--- src/rtl/jtpopeye_rom_pkg.sv ---
// jtpopeye_rom_pkg: shared FSM states and SDRAM widths for the Popeye ROM arbiter
package jtpopeye_rom_pkg;
  localparam int SDRAM_AW = 22;
  localparam int WORD_W = 32;
  typedef enum logic [1:0] {IDLE, REQ, WAIT} state_t;
endpackage

--- src/rtl/jtpopeye_rom_slot.sv ---
// jtpopeye_rom_slot: one-word cache per ROM client (tag, valid, word, hit compare, byte select)
module jtpopeye_rom_slot
  import jtpopeye_rom_pkg::*;
#(
  parameter int SLOT_AW = 16,
  parameter logic [22:0] OFFSET = '0
) (
  input  logic                clk,
  input  logic                rst_n,
  input  logic                clr,
  input  logic                cs,
  input  logic [SLOT_AW-1:0]  addr,
  input  logic                we,
  input  logic [SDRAM_AW-2:0] wtag,
  input  logic [WORD_W-1:0]   wdata,
  output logic [22:0]         full,
  output logic                pending,
  output logic                ok,
  output logic [7:0]          dout
);
  logic                valid;
  logic [SDRAM_AW-2:0] tag;
  logic [WORD_W-1:0]   word;
  logic                hit;
  assign full = OFFSET + 23'(addr);
  assign hit = cs & valid & (tag == full[22:2]);
  assign pending = cs & ~hit;
  // store fetched word on write strobe; clr drops the cached word while the loop restarts
  always_ff @(posedge clk or negedge rst_n)
    if (!rst_n) begin
      valid <= 1'b0;
      tag   <= '0;
      word  <= '0;
      ok    <= 1'b0;
      dout  <= '0;
    end else begin
      valid <= clr ? 1'b0 : (we ? 1'b1 : valid);
      if (we) begin
        tag  <= wtag;
        word <= wdata;
      end
      ok   <= hit & ~clr;
      dout <= word[{full[1:0], 3'b000} +: 8];
    end
endmodule

--- src/rtl/jtpopeye_rom_arb.sv ---
// jtpopeye_rom_arb: multiplexes byte-wide ROM clients onto one 32-bit SDRAM read channel.
// Define ROMARB_RR_EN for round-robin arbitration; otherwise the lowest slot index wins.
module jtpopeye_rom_arb
  import jtpopeye_rom_pkg::*;
#(
  parameter int SLOTS = 4,
  parameter int SLOT_AW = 16,
  parameter logic [23*SLOTS-1:0] OFFSETS = '0
) (
  input  logic                     clk,
  input  logic                     rst_n,
  input  logic                     downloading,
  input  logic [SLOTS*SLOT_AW-1:0] slot_addr,
  input  logic [SLOTS-1:0]         slot_cs,
  output logic [SLOTS-1:0]         slot_ok,
  output logic [SLOTS*8-1:0]       slot_dout,
  output logic                     loop_rst,
  output logic [SDRAM_AW-1:0]      sdram_addr,
  output logic                     sdram_req,
  input  logic                     sdram_ack,
  input  logic [WORD_W-1:0]        data_read,
  input  logic                     data_rdy,
  output logic                     refresh_en
);
  localparam int IW = SLOTS > 1 ? $clog2(SLOTS) : 1;
  state_t         st;
  logic [IW-1:0]  win, win_q;
  logic [SLOTS-1:0] pending;
  logic [22:0]    full [SLOTS];
  logic           we;
  int             j;
  assign we = (st == WAIT) & data_rdy & ~loop_rst;
  for (genvar i = 0; i < SLOTS; i++) begin : g_slot
    jtpopeye_rom_slot #(.SLOT_AW(SLOT_AW), .OFFSET(OFFSETS[23*i +: 23])) u_slot (
      .clk     (clk),
      .rst_n   (rst_n),
      .clr     (loop_rst),
      .cs      (slot_cs[i]),
      .addr    (slot_addr[SLOT_AW*i +: SLOT_AW]),
      .we      (we & (win_q == IW'(i))),
      .wtag    (sdram_addr[SDRAM_AW-1:1]),
      .wdata   (data_read),
      .full    (full[i]),
      .pending (pending[i]),
      .ok      (slot_ok[i]),
      .dout    (slot_dout[8*i +: 8])
    );
  end
`ifdef ROMARB_RR_EN
  logic [IW-1:0] last;
  // remember the last granted slot so the search starts right after it
  always_ff @(posedge clk or negedge rst_n)
    if (!rst_n) last <= IW'(SLOTS-1);
    else if (st == IDLE && !loop_rst && |pending) last <= win;
`endif
  // scan from lowest to highest priority so the highest-priority pending slot is assigned last
  always_comb begin
    win = '0;
    j = 0;
    for (int k = SLOTS-1; k >= 0; k--) begin
`ifdef ROMARB_RR_EN
      j = (int'(last) + 1 + k) % SLOTS;
`else
      j = k;
`endif
      if (pending[j]) win = IW'(j);
    end
  end
  // request FSM: one SDRAM fetch at a time, aborted whenever the loop restarts
  always_ff @(posedge clk or negedge rst_n)
    if (!rst_n) begin
      st         <= IDLE;
      win_q      <= '0;
      sdram_req  <= 1'b0;
      sdram_addr <= '0;
      refresh_en <= 1'b0;
      loop_rst   <= 1'b1;
    end else begin
      loop_rst   <= downloading;
      refresh_en <= (st == IDLE) & ~|pending & ~loop_rst;
      if (loop_rst) begin
        st        <= IDLE;
        sdram_req <= 1'b0;
      end else begin
        case (st)
          IDLE: if (|pending) begin
            win_q      <= win;
            sdram_addr <= {full[win][22:2], 1'b0};
            sdram_req  <= 1'b1;
            st         <= REQ;
          end
          REQ: if (sdram_ack) begin
            sdram_req <= 1'b0;
            st        <= WAIT;
          end
          WAIT: if (data_rdy) st <= IDLE;
          default: st <= IDLE;
        endcase
      end
    end
endmodule

--- config.mk ---
export PLATFORM = sky130hd
export DESIGN_NAME = jtpopeye_rom_arb
export DESIGN_NICKNAME = d
export VERILOG_FILES = /design/src/rtl/jtpopeye_rom_pkg.sv /design/src/rtl/jtpopeye_rom_slot.sv /design/src/rtl/jtpopeye_rom_arb.sv
export SDC_FILE = /design/constraint.sdc
export NUM_CORES = 1
export LEC_CHECK = 0
export ABC_AREA = 1
export CAP_MARGIN = 20
export CORE_MARGIN = 2
export CORE_UTILIZATION = 49
export CTS_CLUSTER_DIAMETER = 80
export DETAILED_ROUTE_END_ITERATION = 16
export PLACE_DENSITY = 0.81
export SYNTH_ARGS = -nofsm -noshare
export SYNTH_HDL_FRONTEND = slang
export SYNTH_SLANG_ARGS = --single-unit
--- constraint.sdc ---
create_clock -name clk -period 1.58 [get_ports clk]
set_input_delay 0.316 -clock clk [delete_from_list [all_inputs] [get_ports clk]]
set_output_delay 0.316 -clock clk [all_outputs]
set_load 0.02 [all_outputs]
==> impl_results.md, run 1 <==
- Status: complete, but fails checks
- Failing checks: negative setup slack
- Non-Filler Instances: about 1.9k
- Total number of vias: approximately 11k
- Worst R2R Setup Slack: -420 ps
- Setup Skew: ~20 ps
- CP Max Fanout: 7
- Crit path DAT: 2480 ps
- Clock root buffer: clkbuf_16
- Crit-path most repeated cell: nand2_1
- Routed vias/inst: 5.76
- Die width: 154 um
- Clk sinks: approximately 250
- Iter 0 DRT Violations: 1,366
- CTS clk-pin slew, worst paths: around 70 ps
- Endpoints failing hold: 0
- Period utilization: 127%
- Fraction of layout cells with a size suffix above 1: just under 20%
- Slowest cell on the critical path: dfrtp_1
- Final worst-path setup slack: -421 ps
- Area of the multi-input gates: 4490 um^2
- Row cnt: 54
- Number of max-cap violations: 0
- Cell Area, Synth: between 10,000 and 15,000 um^2
- Antenna cells: 0
- Max VDD drop: about 0.0010 V
- LEAKAGE: between 7 and 8 nW
- Hold EP: loop_rst
- Synth warn: 0
- R2r endpoint: sdram_addr[14]
- Placer congestion estimate: slightly above 1
- Critical Path End Type: register
- Largest cells by area after synthesis: dfrtp_1 55%, nand2_1 13%, o21ai_0 11%
- Worst r2r src: g_slot[2].u_slot.tag[1]
- Gate family responsible for the most delay along the worst path: simple AND/OR/NAND/NOR gates
- H-tree lvl count: 1
- Worst Path Required: ~2100 ps
- Hold Path Class: in -> reg
- Routed wire length per instance: between 20 and 25 um
- Final setup fails: 82
- CTS tree: yes
- Port Buffers: roughly 160
- Post-synth top area cell: dfrtp_1
- Type of the worst setup path: reg -> reg
- Cts bufs inserted: 25
- P&R area growth vs syn: 41.9%
- Post-DP HPWL: ~24,000 um
- Max incr delay on CP: ~400 ps
- Fin. max-slew vios: 0
- Total routed wirelength: between 40,000 and 50,000 um
- I/O pins: around 170
- Cell count after placement: 1,815
- Total gr overflow: 0
- Reg area: between 6000 and 7000 um^2
- Commonest non-fill, non-tap cell in the layout: nand2_1
- Worst hold start: downloading
- Die Ht: 154 um
- Syn avg cell area: between 8 and 9 um^2
- Drt drc: 0
- Initial Utilization: about half
- DRT Pass-1 Iters: 5
- Clock latency on the worst-skew pair: 540 ps
- Pin count of the biggest net entering global routing: 71
- First-pass GRT wire length: between 50,000 and 60,000 um
- Unrepaired setup endpoints after global routing: yes
- Number of distinct library cells after synthesis: 29
- Min cycle time layout: 2000 ps
- Fill count: 1,538
- Cells along the critical path: nand2_1 > o21ai_1 > nor2_1 > nand2_1 > nor2_1 > nand2_1 > nand2_2 > nand2_4 > nand2_8 > nand2_8 > clkbuf_16 > nand2_1 > nand3_2 > nand2_1 > nand2_1 > nand2_1
- Die ar.: between 20,000 and 25,000 um^2
- GRT Total Usage: a little under 30%
- Synthesized instance count: about 1.4k
- P per Cell Area: approximately 1300 nW/um^2
- Share of the synthesized area in the top cell type: a little under three fifths
- Setup crit start kind: register
- CTS Buffer Depth: 3
- Initial antenna violation count: 0
- Register area share after synthesis: a little under three fifths
- Most frequent cells in the layout: 315 x nand2_1, 242 x dfrtp_1, 190 x o21ai_0
- Detail Route Antenna Nets: 0
- Fmax: between 400 and 500 MHz
- Core Area: roughly 22,000 um^2
- Nets: around 1.7k
- Worst hold stages: 1
- Seq cells post-synth: 245
- Vias in the first global route: roughly 10k
- Hold WS: 191 ps
- CP Buf/Inv Count: 1
- Worst Reg2Reg Path Length in Cells: 16
## report_power, final
group	total [mW]	switching [mW]	internal [mW]
clock	6.04	2.63	3.41
combinational	4.94	2.88	2.06
sequential	8.90	1.14	7.76
total	19.9	6.65	13.2
## cells by family after synthesis
family	after synthesis	synth area share [%]
simple gates	572	20.8
compound gates	305	14.2
flops	245	55.5
buf+inv	216	8.59
xor+xnor	11	0.872
other cells	1	0.0340
## area by class of cell
cell class              count  share of cell area (%)
clock buffers              31                    4.33
clock inverters            14                   0.950
inverters                 142                    3.46
multi-input cells         896                    28.7
flip-flops and latches    245                    39.1
well taps                 280                    2.23
repair buffers            299                    21.2
## per-stage QoR
step	setup slack (ps)	power (mW)	util [%]	setup TNS, ps	instance area, um^2
after CTS	-384	19.2	66.5	-6810	14600
after floorplan	-37.9	11.0	-	-358	11100
final	-421	19.9	71.4	-8420	15700
after global placement	-1060	13.1	61.7	-56280	13500
after global routing	-538	20.7	71.4	-13990	15700
after detailed placement	-1060	13.3	61.7	-58080	13500
## sequential cells by signal, summed over array words and instances, names as in the netlist, 2 cells and up
register,flops
g_slot.u_slot.dout,32
g_slot.u_slot.ok,4
g_slot.u_slot.tag,56
g_slot.u_slot.valid,4
g_slot.u_slot.word,128
sdram_addr,14
st,2
win_q,2
## per-layer routing
metal / GRT usage (%) / wire length, um / up-vias
li1: - / - / 4828
met1: 41.3 / 15400 / 5266
met2: 47.4 / 18800 / 751
met3: 4.59 / 4000 / 141
met4: 11.8 / 2040 / 0
met5: 0 / 0 / -
## repair_timing
item	4_1_cts	5_1_grt
pin swaps	7	35
hold endpoints to repair	41	0
hold buffers	1	0
gates resized for setup	105	199
gates cloned	4	25
setup endpoints to repair	96	208
setup buffers	8	12
## how the worst max path moves through the flow
stage                     slack (ps)                startpoint  depth (start not counted)             end
after floorplan                  -40   g_slot[1].u_slot.tag[5]                         16  sdram_addr[13]
after global placement         -1060              slot_addr[7]                         15        win_q[0]
after detailed placement       -1060              slot_addr[7]                         15        win_q[1]
after CTS                       -380   g_slot[0].u_slot.tag[1]                         14        win_q[0]
after global routing            -540  g_slot[2].u_slot.tag[10]                         17  sdram_addr[10]
final                           -420   g_slot[2].u_slot.tag[1]                         16  sdram_addr[14]
## Yosys cell counts
cell type  number
inv_1         134
nand3_4         1
nor3b_2         1
nor3_2          2
o21ai_0       245
or2_2           1
o22ai_1        35
nand4_1         2
clkbuf_1       34
xor2_1          2
a21oi_1         3
nand2_2         4
buf_1           4
buf_2          11
xnor2_1         9
nor2_1        108
nand2_1       385
o21ai_1        22
buf_6           8
conb_1          1
dfstp_2         1
nand3_1        64
nand3b_1        1
buf_4          17
inv_2           8
nor2_4          1
nor3_1          1
dfrtp_1       244
nor2_2          1
No activity file was read; power rests on OpenSTA's default activity.
==> inputs of run 2 (changes only) <==
Settings changed: CORE_UTILIZATION 49 to 45, PLACE_DENSITY 0.81 to 0.76.
==> impl_results.md, run 2 (synthesized netlist as in run 1, its figures left out) <==
- Nets: 1,739 (+1.5%)
- Worst Path Required: 1990 ps (-70 ps)
- Hold Path Class: in -> reg
- DRT Pass-1 Iters: 6 (+1)
- Total number of vias: 11.3k (+2.6%)
- Crit path DAT: 2470 ps (about the same)
- Max reg flops: 128 (unchanged)
- Fin. max-slew vios: 0 (unchanged)
- Placer congestion estimate: 1.00 (-2.7%)
- Critical Path End Type: register
- Biggest register: g_slot.u_slot.word
- Endpoints failing hold: 0 (unchanged)
- Worst Reg2Reg Path Length in Cells: 15 (-1)
- Port Buffers: 157 (unchanged)
- Total gr overflow: 0 (unchanged)
- Unrepaired setup endpoints after global routing: yes
- Fraction of layout cells with a size suffix above 1: 27.6% (+7.7 points)
- Period utilization: 130% (+3.9 points)
- Final setup fails: 130 (+59%)
- Failing checks: negative setup slack
- Worst r2r src: g_slot[1].u_slot.tag[9]
- Routed wire length per instance: 22.1 um (+4.8%)
- Die ar.: 25,800 um^2 (+8.7%)
- Number of max-cap violations: 0 (unchanged)
- Min cycle time layout: 2060 ps (+61.1 ps)
- Setup crit start kind: register
- Pin count of the biggest net entering global routing: 65 (-8.5%)
- Status: complete, but fails checks
- CTS tree: yes
- P per Cell Area: 1250 nW/um^2 (-1.7%)
- CTS Buffer Depth: 3 (unchanged)
- GRT Total Usage: 28.4% (-1.4 points)
- Clk sinks: 245 (unchanged)
- Place WS: -939 ps (+126 ps)
- Iter 0 DRT Violations: 1,136 (-17%)
- CTS clk-pin slew, worst paths: 60 ps (about the same)
- Cell count after placement: 1,863 (+2.6%)
- Worst setup path endpoint: sdram_addr[5]
- Final worst-path setup slack: -482 ps (-61.0 ps)
- Total routed wirelength: 43,600 um (+8.5%)
- Routed vias/inst: 5.71 (-0.89%)
- Reg area: 6130 um^2 (about the same)
- CP Max Fanout: 6 (-1)
- Non-Filler Instances: 1,975 (+3.6%)
- Row cnt: 57 (+5.6%)
- Detail Route Antenna Nets: 0 (unchanged)
- Core Area: 24,200 um^2 (+10%)
- Die Ht: 161 um (+4.2%)
- Worst R2R Setup Slack: -480 ps (-60 ps)
- Clock root buffer: clkbuf_16
- Fmax: 485 MHz (-3.0%)
- Initial antenna violation count: 0 (unchanged)
- Fill count: 1,715 (+12%)
- H-tree lvl count: 1 (unchanged)
- Post-DP HPWL: 24,300 um (+1.9%)
- Vias in the first global route: 10.1k (+1.9%)
- Antenna cells: 0 (unchanged)
- CP Launch Point: g_slot[1].u_slot.tag[9]
- I/O pins: 166 (unchanged)
- First-pass GRT wire length: 56,500 um (+2.9%)
- Setup Skew: 21.8 ps (+1.37 ps)
- P&R area growth vs syn: 51.5%
- Max VDD drop: 0.00101 V (-2.9%)
- Most frequent cells in the layout: 249 x nand2_1, 244 x dfrtp_1, 133 x inv_1
- Commonest non-fill, non-tap cell in the layout: nand2_1
- Drt drc: 0 (unchanged)
- Cts bufs inserted: 26 (+4.0%)
- Type of the worst setup path: reg -> reg
- Biggest regs: g_slot.u_slot.word: 128 flops, g_slot.u_slot.tag: 56 flops, g_slot.u_slot.dout: 32 flops
- LEAKAGE: 8.15 nW (+5.1%)
- Die width: 161 um (+4.2%)
- Area of the multi-input gates: 5040 um^2 (+12%)
- Clock latency on the worst-skew pair: 540 ps (about the same)
- Initial Utilization: 45.7% (-4.6 points)
- R2r endpoint: sdram_addr[5]
-- run 2: final cells by class --
type | instances | area share [%]
tap | 324 | 2.42
sequential | 245 | 36.6
clock inverter | 6 | 0.666
timing repair buffer | 320 | 22.3
clock buffer | 39 | 4.61
multi-input combinational | 899 | 30.1
inverter | 142 | 3.22
-- run 2: repair_timing --
action | 4_1_cts | 5_1_grt
hold buffers | 1 | 0
gates resized for setup | 135 | 408
endpoints found under the setup margin | 166 | 124
buffers inserted | 15 | 11
pin swaps | 11 | 37
gates cloned | 9 | 33
endpoints found under the hold margin | 96 | 0
-- run 2: through the flow --
step	instance area (um^2)	utilization, %	total power [mW]	TNS [ps]	hold WS (ps)
6_report	16700	69.2	20.9	-12180	211
5_1_grt	16700	69.2	21.7	-21190	200
4_1_cts	15100	62.3	19.7	-6780	194
3_5_place_dp	13600	56.3	13.3	-59910	207
3_3_place_gp	13600	56.3	13.1	-56310	206
2_1_floorplan	11100	-	11.0	-358	20.4
-- run 2: worst min path at each step --
stage	startpoint	to	slack (ps)	depth (start not counted)
after global routing	downloading	loop_rst	200	1
final	downloading	loop_rst	210	1
after detailed placement	rst_n	sdram_addr[12]	210	1
after floorplan	rst_n	g_slot[0].u_slot.dout[0]	20	0
after CTS	downloading	loop_rst	190	1
after global placement	rst_n	sdram_addr[12]	210	1
-- run 2: metal layers --
layer / track usage (%) / vias up / wire, um
met5: 0 / - / 0
met4: 14.6 / 0 / 3060
met3: 5.48 / 205 / 4760
met2: 45.1 / 815 / 20200
met1: 37.5 / 5368 / 15700
li1: - / 4888 / -
-- run 2: worst max-delay path, stage by stage (launching register included) --
cell and delay (ps):
dfrtp_1 440, nor2_2 60, nor2_1 100, nand4_1 140
nor2_2 190, nand2_2 110, nand2_2 120, buf_6 120
nand2_8 70, nand2_8 110, clkbuf_16 170, nand2_1 70
nand3_2 90, nand2_1 50, nand2_1 60, nand2_1 50
-- run 2: report_power, final --
part / switching (mW) / total, mW / internal [mW]
Sequential: 1.20 / 8.96 / 7.76
Combinational: 3.14 / 5.52 / 2.38
Clock: 2.54 / 6.38 / 3.84
Total: 6.88 / 20.9 / 14.0
==> inputs of run 3 (changes only) <==
Settings changed: CTS_CLUSTER_SIZE set to 20.
==> impl_results.md, run 3 (synthesized netlist as in run 1, its figures left out) <==
- Status: complete, but fails checks
- Failing checks: negative setup slack
- Fin. max-slew vios: 0 (unchanged)
- Initial Utilization: 45.7% (unchanged)
- Type of the worst setup path: reg -> reg
- Most frequent cells in the layout: 361 x nand2_1, 244 x dfrtp_1, 236 x o21ai_0
- Drt drc: 0 (unchanged)
- Total number of vias: 10.3k (-8.8%)
- Port Buffers: 157 (unchanged)
- Vias in the first global route: 9,675 (-4.5%)
- Commonest non-fill, non-tap cell in the layout: nand2_1
- P per Cell Area: 1190 nW/um^2 (-4.8%)
- Routed vias/inst: 5.37 (-5.9%)
- Number of max-cap violations: 0 (unchanged)
- P&R area growth vs syn: 33.5%
- Worst Path Required: 2010 ps (+20 ps)
- LEAKAGE: 7.33 nW (-10%)
- Biggest register: g_slot.u_slot.word
- Die width: 161 um (unchanged)
- Setup crit start kind: register
- Biggest regs: g_slot.u_slot.word: 128 flops, g_slot.u_slot.tag: 56 flops, g_slot.u_slot.dout: 32 flops
- Worst r2r src: g_slot[1].u_slot.tag[13]
- Row cnt: 57 (unchanged)
- Max reg flops: 128 (unchanged)
- DRT Pass-1 Iters: 8 (+2)
- Max VDD drop: 0.000855 V (-16%)
- Antenna cells: 0 (unchanged)
- Total routed wirelength: 36,100 um (-17%)
- Core Area: 24,200 um^2 (unchanged)
- Worst Reg2Reg Path Length in Cells: 14 (-1)
- Placed inst area: 13,600 um^2 (unchanged)
- Setup Skew: 24.8 ps (+3.05 ps)
- PnR Total Power: 17.5 mW (-16%)
- Period utilization: 129% (-1.8 points)
- Crit path DAT: 2460 ps (about the same)
- CP Max Fanout: 6 (unchanged)
- Clock root buffer: clkbuf_16
- Clock latency on the worst-skew pair: 500 ps (-40 ps)
- Fraction of layout cells with a size suffix above 1: 13.8% (-14 points)
- Cell count after placement: 1,863 (unchanged)
- Unrepaired setup endpoints after global routing: yes
- Die ar.: 25,800 um^2 (unchanged)
- Worst hold start: downloading
- Total gr overflow: 0 (unchanged)
- Initial antenna violation count: 0 (unchanged)
- Clk sinks: 245 (unchanged)
- CP Launch Point: g_slot[1].u_slot.tag[13]
- CTS clk-pin slew, worst paths: 90 ps (+30 ps)
- Routed wire length per instance: 18.8 um (-15%)
- I/O pins: 166 (unchanged)
- Post-DP HPWL: 24,300 um (unchanged)
- Cts bufs inserted: 16 (-38%)
- Final worst-path setup slack: -453 ps (+29.1 ps)
- Iter 0 DRT Violations: 917 (-19%)
- Non-Filler Instances: 1,913 (-3.1%)
- Place WS: -939 ps (unchanged)
- Nets: 1,690 (-2.8%)
- Placer congestion estimate: 1.00 (unchanged)
- Fill count: 2,043 (+19%)
- GRT Total Usage: 26.9% (-1.6 points)
- Worst hold stages: 1 (unchanged)
- First-pass GRT wire length: 53,700 um (-5.0%)
- Post-route cell area: 14,800 um^2 (-12%)
- Critical Path End Type: register
- Hold Path Class: in -> reg
- Final setup TNS: -9160 ps (+3030 ps)
- Die Ht: 161 um (unchanged)
- CTS Buffer Depth: 3 (unchanged)
- Pin count of the biggest net entering global routing: 65 (unchanged)
- Endpoints failing hold: 0 (unchanged)
- Fmax: 492 MHz (+1.4%)
- CTS tree: yes
- H-tree lvl count: 1 (unchanged)
- Detail Route Antenna Nets: 0 (unchanged)
- Final setup fails: 53 (-59%)
- Min cycle time layout: 2030 ps (-29.1 ps)
==> run 3: cell types whose count changed in the layout (fill, tap and decap cells not counted), moves of 4 or more <==
cell,change
buf_12,-6
buf_6,-10
clkbuf_1,-6
clkbuf_16,-28
clkdlybuf4s15_2,-4
nand2_1,+112
nand2_2,-73
nand2_4,-40
nand3_1,+14
nand3_2,-11
nor2_2,+5
o21ai_0,+139
o21ai_1,-85
o21ai_2,-54
==> run 3: final cells by class <==
type                       count  area (um^2)  area share [%]
sequential                   245         6130            41.6
multi-input combinational    896         4220            28.6
timing repair buffer         284         2990            20.3
inverter                     142          541            3.66
clock buffer                  19          432            2.93
tap                          324          405            2.75
clock inverter                 3         30.0           0.204
==> run 3: metal layers <==
layer | vias up | track usage (%) | share of wire (%)
met5 | - | 0 | 0
met4 | 0 | 11.0 | 4.9
met3 | 101 | 4.36 | 8.8
met2 | 549 | 43.2 | 46
met1 | 4880 | 36.6 | 40
li1 | 4750 | - | -
==> run 3: path summary, 6_finish.rpt <==
check	end	slack, ps
worst max register to register	sdram_addr[6]	-450
max in group asynchronous	sdram_addr[1]	660
worst min-delay path	loop_rst	240
worst min register to register	g_slot[2].u_slot.word[14]	480
min in group asynchronous	sdram_addr[10]	280
worst max-delay path	sdram_addr[6]	-450
==> run 3: repair_timing <==
| item | CTS | global route |
|---|---|---|
| setup endpoints to repair | 138 | 190 |
| hold buffers | 1 | 0 |
| hold endpoints to repair | 27 | 0 |
| pin swaps | 9 | 30 |
| cloned | 5 | 7 |
| setup buffers | 7 | 9 |
| resized for setup | 92 | 66 |
==> run 3: report_power, final <==
part	internal, mW	switching (mW)	leakage (nW)	total (mW)
combinational	1.97	2.69	3.83	4.67
clock	1.96	2.14	0.228	4.11
sequential	7.74	0.984	3.28	8.72
==> run 3: per-stage QoR <==
stage          hold WS [ps]  util, %
2_1_floorplan          20.4        -
3_3_place_gp            206     56.3
3_5_place_dp            207     56.3
4_1_cts                 242     59.3
5_1_grt                 245     61.0
6_report                241     61.0
==> run 3: worst max-delay path, stage by stage (launching register included) <==
cell	delay, ps
dfrtp_1	460
nor2_2	60
nor3_2	180
nand3_1	100
nor2_2	140
nand2_2	100
nand2_4	130
buf_12	120
nand2_4	50
nor2_4	160
nor2_4	70
inv_4	110
clkbuf_16	180
nand2_1	50
nand2_1	60
